[config.mk]
export PLATFORM = sky130hd
export DESIGN_NAME = cpu_prog_loader
export DESIGN_NICKNAME = d
export VERILOG_FILES = /design/src/rtl/cpu_pkg.sv /design/src/rtl/cpu_prog_mem.sv /design/src/rtl/cpu_prog_loader.sv
export SDC_FILE = /design/constraint.sdc
export NUM_CORES = 2
export LEC_CHECK = 0
export BUFFER_PORTS_ARGS = -buffer_cell sky130_fd_sc_hd__buf_4
export CAP_MARGIN = 20
export CELL_PAD_IN_SITES_DETAIL_PLACEMENT = 0
export CELL_PAD_IN_SITES_GLOBAL_PLACEMENT = 1
export CORE_MARGIN = 1.5
export CORE_UTILIZATION = 49
export CTS_BUF_LIST = sky130_fd_sc_hd__clkbuf_4 sky130_fd_sc_hd__clkbuf_8 sky130_fd_sc_hd__clkbuf_16
export DETAILED_ROUTE_END_ITERATION = 7
export MAX_ROUTING_LAYER = met4
export PLACE_DENSITY_LB_ADDON = 0.1
export SYNTH_ARGS = -nofsm -noshare
export SYNTH_HDL_FRONTEND = slang
export SYNTH_SLANG_ARGS = --single-unit
[constraint.sdc]
create_clock -name clk -period 2.31 [get_ports clk]
set_input_delay 0.1155 -clock clk [delete_from_list [all_inputs] [get_ports clk]]
set_output_delay 0.1155 -clock clk [all_outputs]
set_load 0.02 [all_outputs]
[src/rtl/cpu_pkg.sv]
`default_nettype none
// ============================================================================
//  Module   : cpu_pkg
//  Brief    : Shared loader state encoding and frame marker default.
//  Revision : 1.0 - initial release
// ============================================================================
package cpu_pkg;

    typedef enum logic [2:0] {
        ST_SYNC = 3'd0,
        ST_LEN  = 3'd1,
        ST_DATA = 3'd2,
        ST_CSUM = 3'd3,
        ST_RUN  = 3'd4,
        ST_ERR  = 3'd5
    } state_t;

    localparam logic [7:0] SYNC_BYTE_DEFAULT = 8'hA5;

endpackage
`default_nettype wire

[src/rtl/cpu_prog_mem.sv]
`default_nettype none
// ============================================================================
//  Module   : cpu_prog_mem
//  Brief    : 2**AW x 8 program memory, synchronous write, asynchronous read.
//  Revision : 1.0 - initial release
// ============================================================================
module cpu_prog_mem #(
    parameter int AW = 8
) (
    input  logic          clk,
    input  logic          we,
    input  logic [AW-1:0] waddr,
    input  logic [7:0]    wdata,
    input  logic [AW-1:0] raddr,
    output logic [7:0]    rdata
);

    logic [7:0] mem_q [2**AW];

    // No reset: program contents survive a CPU/loader reset.
    always_ff @(posedge clk) begin
        if (we) begin
            mem_q[waddr] <= wdata;
        end
    end

    assign rdata = mem_q[raddr];

endmodule
`default_nettype wire

[src/rtl/cpu_prog_loader.sv]
`default_nettype none
// ============================================================================
//  Module   : cpu_prog_loader
//  Brief    : Byte-stream framed program loader in front of a program memory;
//             holds the CPU in reset until a checksum-valid frame is stored.
//  Revision : 1.0 - initial release
// ============================================================================
module cpu_prog_loader
    import cpu_pkg::*;
#(
    parameter logic [7:0] SYNC_BYTE = SYNC_BYTE_DEFAULT,
    parameter int         AW        = 8
) (
    input  logic          clk,
    input  logic          reset,
    input  logic          in_valid,
    input  logic [7:0]    in_data,
    output logic          in_ready,
    input  logic [AW-1:0] adress,
    output logic [7:0]    dout_rom,
    output logic          cpu_reset,
    output logic          done,
    output logic          error,
    output logic [7:0]    byte_count
);

    state_t        state_q, state_d;
    logic [8:0]    rem_q, rem_d;
    logic [7:0]    sum_q, sum_d;
    logic [7:0]    byte_count_q, byte_count_d;
    logic [AW-1:0] ptr_q, ptr_d;
    logic          xfer_w;
    logic          we_w;
    logic [7:0]    csum_w;

    always_ff @(posedge clk) begin
        if (reset) begin
            state_q      <= ST_SYNC;
            rem_q        <= 9'd0;
            sum_q        <= 8'd0;
            byte_count_q <= 8'd0;
            ptr_q        <= '0;
        end else begin
            state_q      <= state_d;
            rem_q        <= rem_d;
            sum_q        <= sum_d;
            byte_count_q <= byte_count_d;
            ptr_q        <= ptr_d;
        end
    end

    assign in_ready = (state_q != ST_RUN);
    assign xfer_w   = in_valid && in_ready;
    assign csum_w   = sum_q + in_data;

    always_comb begin
        state_d      = state_q;
        rem_d        = rem_q;
        sum_d        = sum_q;
        byte_count_d = byte_count_q;
        ptr_d        = ptr_q;
        we_w         = 1'b0;
        case (state_q)
            ST_SYNC, ST_ERR: begin
                if (xfer_w && (in_data == SYNC_BYTE)) begin
                    state_d = ST_LEN;
                end
            end
            ST_LEN: begin
                if (xfer_w) begin
                    // A length byte of zero stands for a full 256-byte frame.
                    rem_d        = (in_data == 8'd0) ? 9'd256 : {1'b0, in_data};
                    sum_d        = 8'd0;
                    byte_count_d = 8'd0;
                    ptr_d        = '0;
                    state_d      = ST_DATA;
                end
            end
            ST_DATA: begin
                if (xfer_w) begin
                    we_w         = 1'b1;
                    ptr_d        = ptr_q + AW'(1);
                    sum_d        = sum_q + in_data;
                    byte_count_d = byte_count_q + 8'd1;
                    rem_d        = rem_q - 9'd1;
                    if (rem_q == 9'd1) begin
                        state_d = ST_CSUM;
                    end
                end
            end
            ST_CSUM: begin
                if (xfer_w) begin
                    state_d = (csum_w == 8'd0) ? ST_RUN : ST_ERR;
                end
            end
            ST_RUN: begin
                state_d = ST_RUN;
            end
            default: begin
                state_d = ST_SYNC;
            end
        endcase
    end

    // Flags decode straight from the state register so cpu_reset drops on
    // the same edge that enters RUN.
    assign cpu_reset  = (state_q != ST_RUN);
    assign done       = (state_q == ST_RUN);
    assign error      = (state_q == ST_ERR);
    assign byte_count = byte_count_q;

    cpu_prog_mem #(
        .AW (AW)
    ) u_mem (
        .clk   (clk),
        .we    (we_w),
        .waddr (ptr_q),
        .wdata (in_data),
        .raddr (adress),
        .rdata (dout_rom)
    );

endmodule
`default_nettype wire

==> After elaboration in Yosys (flattened, before gate mapping) <==
Memories as Yosys holds them, arrays and structs flattened.
Index checks and enable logic that the tools add are counted.
{ "word_totals": {"register_bits": 36, "ram_bits": 2048, "inputBits": 19, "out_inout_bits": 20, "elab_cells": 54, "mem_count": 1} }
{ "op_classes": {"addsub": 4, "n_eq_ne": 13, "n_mux": 22, "reduce_logical": 9} }
{ "memory_table": {"columns": ["memory", "words", "width", "rd", "rd_clocked_by_memory_dff", "wr", "line_no", "rtl"], "rows": [
  ["u_mem.mem_q", 256, 8, 1, 0, 1, "cpu_prog_mem.sv:18", "logic [7:0] mem_q [2**AW];"]
]} }
{ "ops": {"columns": ["cell", "count"], "rows": [
  ["one-hot mux 8 bit (2 select lines)", 3],
  ["2-to-1 mux 8 bit", 4],
  ["2-to-1 mux 9 bit", 3],
  ["one-hot mux 9 bit (2 select lines)", 1],
  ["adder 8 x 1 -> 8 bit, second input constant", 2],
  ["logical NOT 8 bit", 2],
  ["2-to-1 mux 3 bit", 5],
  ["one-hot mux 3 bit (5 select lines)", 1],
  ["!= test 2 bit, second input constant", 5],
  ["equality test 9 x 1 -> 1 bit, second input constant", 1],
  ["subtractor 9 x 1 -> 9 bit, second input constant", 1],
  ["adder 8 bit", 1],
  ["equality test 8 bit, second input constant", 1],
  ["equality test 3 x 2 -> 1 bit, second input constant", 2],
  ["equality test 3 bit, second input constant", 2],
  ["2-to-1 mux 1 bit", 5],
  ["AND reduction 5 bit", 1],
  ["equality test 3 x 1 -> 1 bit, second input constant", 1],
  ["logical NOT 3 bit", 1],
  ["!= test 3 bit, second input constant", 1],
  ["AND reduction 3 bit", 1],
  ["logical AND 1 bit", 2],
  ["nonzero test 2 bit", 1],
  ["OR reduction 2 bit", 1]
]} }

==> Depth between registers and ports, before layout <==
{ "logic_depth": {"depth_word": 6, "depth_mapped": 10, "ltp_nobuf": 8} }

==> Cells and area by module <==
From an unflattened synthesis, not the netlist that was laid out.
{ "hier_totals": {"hier_cells": 4002, "hier_area_um2": 81634.5} }
{ "by_module_without_submodules": {"columns": ["mod", "instances", "cells_each", "area_each_um2", "seq_area_each_um2"], "rows": [
  ["cpu_prog_mem", 1, 3725, 79396.1, 61499.0],
  ["cpu_prog_loader", 1, 277, 2238.4, 720.7]
]} }

==> Worst setup path after synthesis <==
No wires, ideal clock.
{ "synth_timing": {"kind": "register -> register", "from": "register state_q[1]", "to": "memory u_mem.mem_q[104][0], enable pin", "setup_time_ns": 0.370, "arrival_time_ns": 2.091, "slack_ns": -0.151, "stages_incl_launch_ff": 9, "n_path_buf": 4, "path_cell_list": "dfxtp_1 clkbuf_1 nor3b_1 and2_1 buf_2 buf_2 nand3_1 clkbuf_1 nor2_1"} }
{ "synth_via": {"elab_chain_cells": 6, "elab_cells_between_ends": 7} }
{ "synth_lines": {"columns": ["item", "line_no", "rtl"], "rows": [
  ["start, declared", "cpu_prog_loader.sv:27", "state_t state_q, state_d;"],
  ["start signal, assigned", "cpu_prog_loader.sv:44", "state_q <= state_d;"],
  ["!= test 3 bit", "cpu_prog_loader.sv:52", "assign in_ready = (state_q != ST_RUN);"],
  ["logical AND 1 bit", "cpu_prog_loader.sv:53", "assign xfer_w = in_valid && in_ready;"],
  ["2-to-1 mux 1 bit", "cpu_prog_loader.sv:80", "if (xfer_w) begin"],
  ["2-to-1 mux 1 bit (*)", "cpu_prog_loader.sv:63", "case (state_q)"],
  ["2-to-1 mux 1 bit (*)", "cpu_prog_mem.sv:22", "if (we) begin"],
  ["2-to-1 mux 1 bit (not written as such) (*)", "cpu_prog_mem.sv:23", "mem_q[waddr] <= wdata;"],
  ["end, declared", "cpu_prog_mem.sv:18", null]
]} }
Mark *: on every way between the ends. The rest lies on a longest branch, timed or not.

==> Final worst setup path <==
{ "layout_timing": {"from": "memory u_mem.mem_q[27][2]", "to": "output dout_rom[2]"} }
{ "layout_via": {"elab_chain_cells": 1} }
{ "layout_lines": {"columns": ["item", "line_no", "rtl"], "rows": [
  ["memory read (256 x 8 bit)", null, null],
  ["end, declared", "cpu_prog_loader.sv:20", "output logic [7:0] dout_rom,"]
]} }
No other way between the ends.

==> impl_metrics.tcl <==
set metrics [dict create \
    outcome "finished, violations left" \
    violations "negative setup slack" \
    vias_per_cell 5.95 \
    grt_max_degree 201 \
    multi_input_area_mm2 0.0189 \
    layout.cells.non_filler 6981 \
    max_stage_delay_ns 0.48 \
    ys.flop_type "edfxtp_1" \
    ys_async_sr_fraction_pct 0 \
    yosysUniqueCellTypes 58 \
    ant_nets 0 \
    synth-seq-area-share_pct 76.9 \
    p_per_area_mw_per_mm2 818 \
    grt_usage_pct 25.6 \
    antenna_found_initial 9 \
    n_fill_cell 11900 \
    post-route-period-util_pct 137 \
    finalInstanceArea_mm2 0.0978 \
    setup_viol 8 \
    post_cts_buffers 0 \
    crit_path_frequent_cell "buf_4" \
    synth_area_leader_cell "edfxtp_1" \
    cp_slowest_cell "mux4_2" \
    max-vdd-ir-drop_v 0.000843 \
    fmax_ghz 0.316 \
    grt_pass1_vias 41700 \
    nets 4662 \
    io_pins 39 \
    syn_to_final_growth_pct 20.9 \
    vias 41600 \
    synth_edf_count 2048 \
    fin_worst_skew_ns 0.0231 \
    cp_cell_sequence "mux4_2 > a22o_1 > a221oi_2 > buf_4 > o22ai_4 > o311ai_2 > buf_4 > nor3_4 > buf_6" \
    regArea_mm2 0.0622 \
    numCtsBuffers 211 \
    synth.top_cell.area_share_pct 76.0 \
    synthTopCellsByArea "edfxtp_1, mux4_2, nor2_1" \
    clk_latency_ns 0.84 \
    yosysWarnings 0 \
    fin_setup_tns_ns -6.17 \
    arrival_ns 3.04 \
    die_h_um 409 \
    synthCells 3916 \
    critical_path_class "flop to output pin" \
    cts_num_sinks 2084 \
    synthesis.area_mm2 0.0809 \
    period_needed_ns 3.16 \
    h-tree-depth 4 \
    yosys-top-cells-count "edfxtp_1, mux4_2, nor2_1" \
    finalWeightedCongestion 0.842 \
    worstPathMaxFanout 1 \
    power.total_mw 80.0 \
    placed_cell_area_mm2 0.0899 \
    grt_pass1_wl_mm 298 \
    root_buffer "clkbuf_16" \
    worst_slack_ns -0.850 \
    cp_data_required_time_ns 2.19 \
    drv_cap 0 \
    syn_area_per_cell_um2 20.7 \
    drt_iter0_drc 4507 \
    post-place-ws_ns -1.45 \
    clock_path_buffers 3 \
    drt-wirelength-per-cell_um 29.6 \
    hold_class "input pin to flop" \
    core_area_mm2 0.163 \
    dp_hpwl_mm 134 \
    drc 0 \
    start_util_pct 49.5 \
    yosysMostFrequentCell "edfxtp_1" \
    rows 148 \
    dp_cells 6603 \
    portBuffers 38 \
    die_width_um 409 \
    worst_slew_pin_slew_ns 1.32 \
    antenna_cells 0 \
    drtPass1Iterations 5 \
    drive_gt1_share_pct 36.9 \
    die-area_mm2 0.168 \
    cts_tree "built" \
    hold_viol 0 \
    maxSlewViolCount 0 \
    utilization_pct 59.9 \
    grt-ovfl-total 0 \
    synth.net_count 3950 \
    whs_ns 0.108 \
    total_leakage_power_nw 31.6 \
    ys_ff_latch 2084 \
    start_kind "flop" \
    endpoint_kind "output pin" \
    drt-total-wl_mm 207 \
    rsz0062_at_grt "true" \
    max_slew_margin_pct 11.9 \
    path_clk_slew_ns 0.06 \
]
-- area by class of cell --
cell class	instances	area share, %
clock buffer	265	5.88
clock inverter	126	1.30
inverter	15	0.0576
multi-input combinational	1581	19.3
sequential	2084	63.6
tap	2175	2.78
timing repair buffer	735	7.07
-- where the power goes --
group | total (mW) | leakage, nW | internal, mW | switching (mW)
Combinational | 4.11 | 9.43 | 1.73 | 2.39
Clock | 34.4 | 3.52 | 20.3 | 14.2
Sequential | 41.5 | 18.7 | 41.5 | 0.000431
-- cell families after synthesis --
group                    synth area share [%]
XOR/XNOR                               0.0758
multiplexers                             14.5
flip-flops                               76.9
AND/OR/NAND/NOR                          3.12
buffers and inverters                    1.68
adder cells (fa/ha/maj)                 0.241
AO/OA/AOI/OAI                            3.45
-- final timing paths --
check | slack [ns] | to | cells past startpoint | start
worst max-delay path | -0.85 | dout_rom[2] | 9 | u_mem.mem_q[27][2]$_DFFE_PP_
worst min-delay path | 0.11 | u_mem.mem_q[210][2]$_DFFE_PP_ | 2 | in_data[2]
worst max register to register | 0.14 | state_q[0]$_SDFFE_PP0P_ | 8 | sum_q[0]$_SDFFE_PP0P_
worst min register to register | 0.47 | sum_q[7]$_SDFFE_PP0P_ | 2 | sum_q[7]$_SDFFE_PP0P_
-- cell usage in the layout (no fill, tap or decap), drive strengths merged, types with 24 or more instances in the layout --
cell,count
clkinv,92
nor2,339
nor4,25
bufinv,24
and2,26
edfxtp,2048
nand2,79
buf,723
a21oi,75
clkbuf,265
a211oi,58
mux4,480
o22ai,85
dfxtp,36
a22oi,73
mux2i,88
nand3,40
-- worst max-delay path, delay by kind of cell (launching register included) --
| family | cells | cell delay [ns] |
|---|---|---|
| multiplexers | 1 | 0.48 |
| buffers and inverters | 3 | 0.53 |
| flip-flops | 1 | 0.37 |
| AND/OR/NAND/NOR | 1 | 0.08 |
| AO/OA/AOI/OAI | 4 | 0.77 |
-- registers in the layout, indices dropped and copies added, names as in the netlist --
register,count
rem_q,9
state_q,3
ptr_q,8
byte_count,8
u_mem.mem_q,2048
sum_q,8
-- metal layers --
| layer | up-vias | wire [um] | global-route usage (%) |
|---|---|---|---|
| met5 | - | 0 | - |
| met1 | 22100 | 88400 | 36.4 |
| met4 | 0 | 4280 | 5.72 |
| met2 | 1400 | 101000 | 39.9 |
| met3 | 275 | 13300 | 3.31 |
| li1 | 17800 | - | - |
-- what timing repair did --
action	4_1_cts	5_1_grt
hold buffers	12	0
endpoints found under the hold margin	701	0
pin swaps	61	32
endpoints found under the setup margin	9	18
gates resized for setup	143	38
Power figures use the tool's default switching activity.
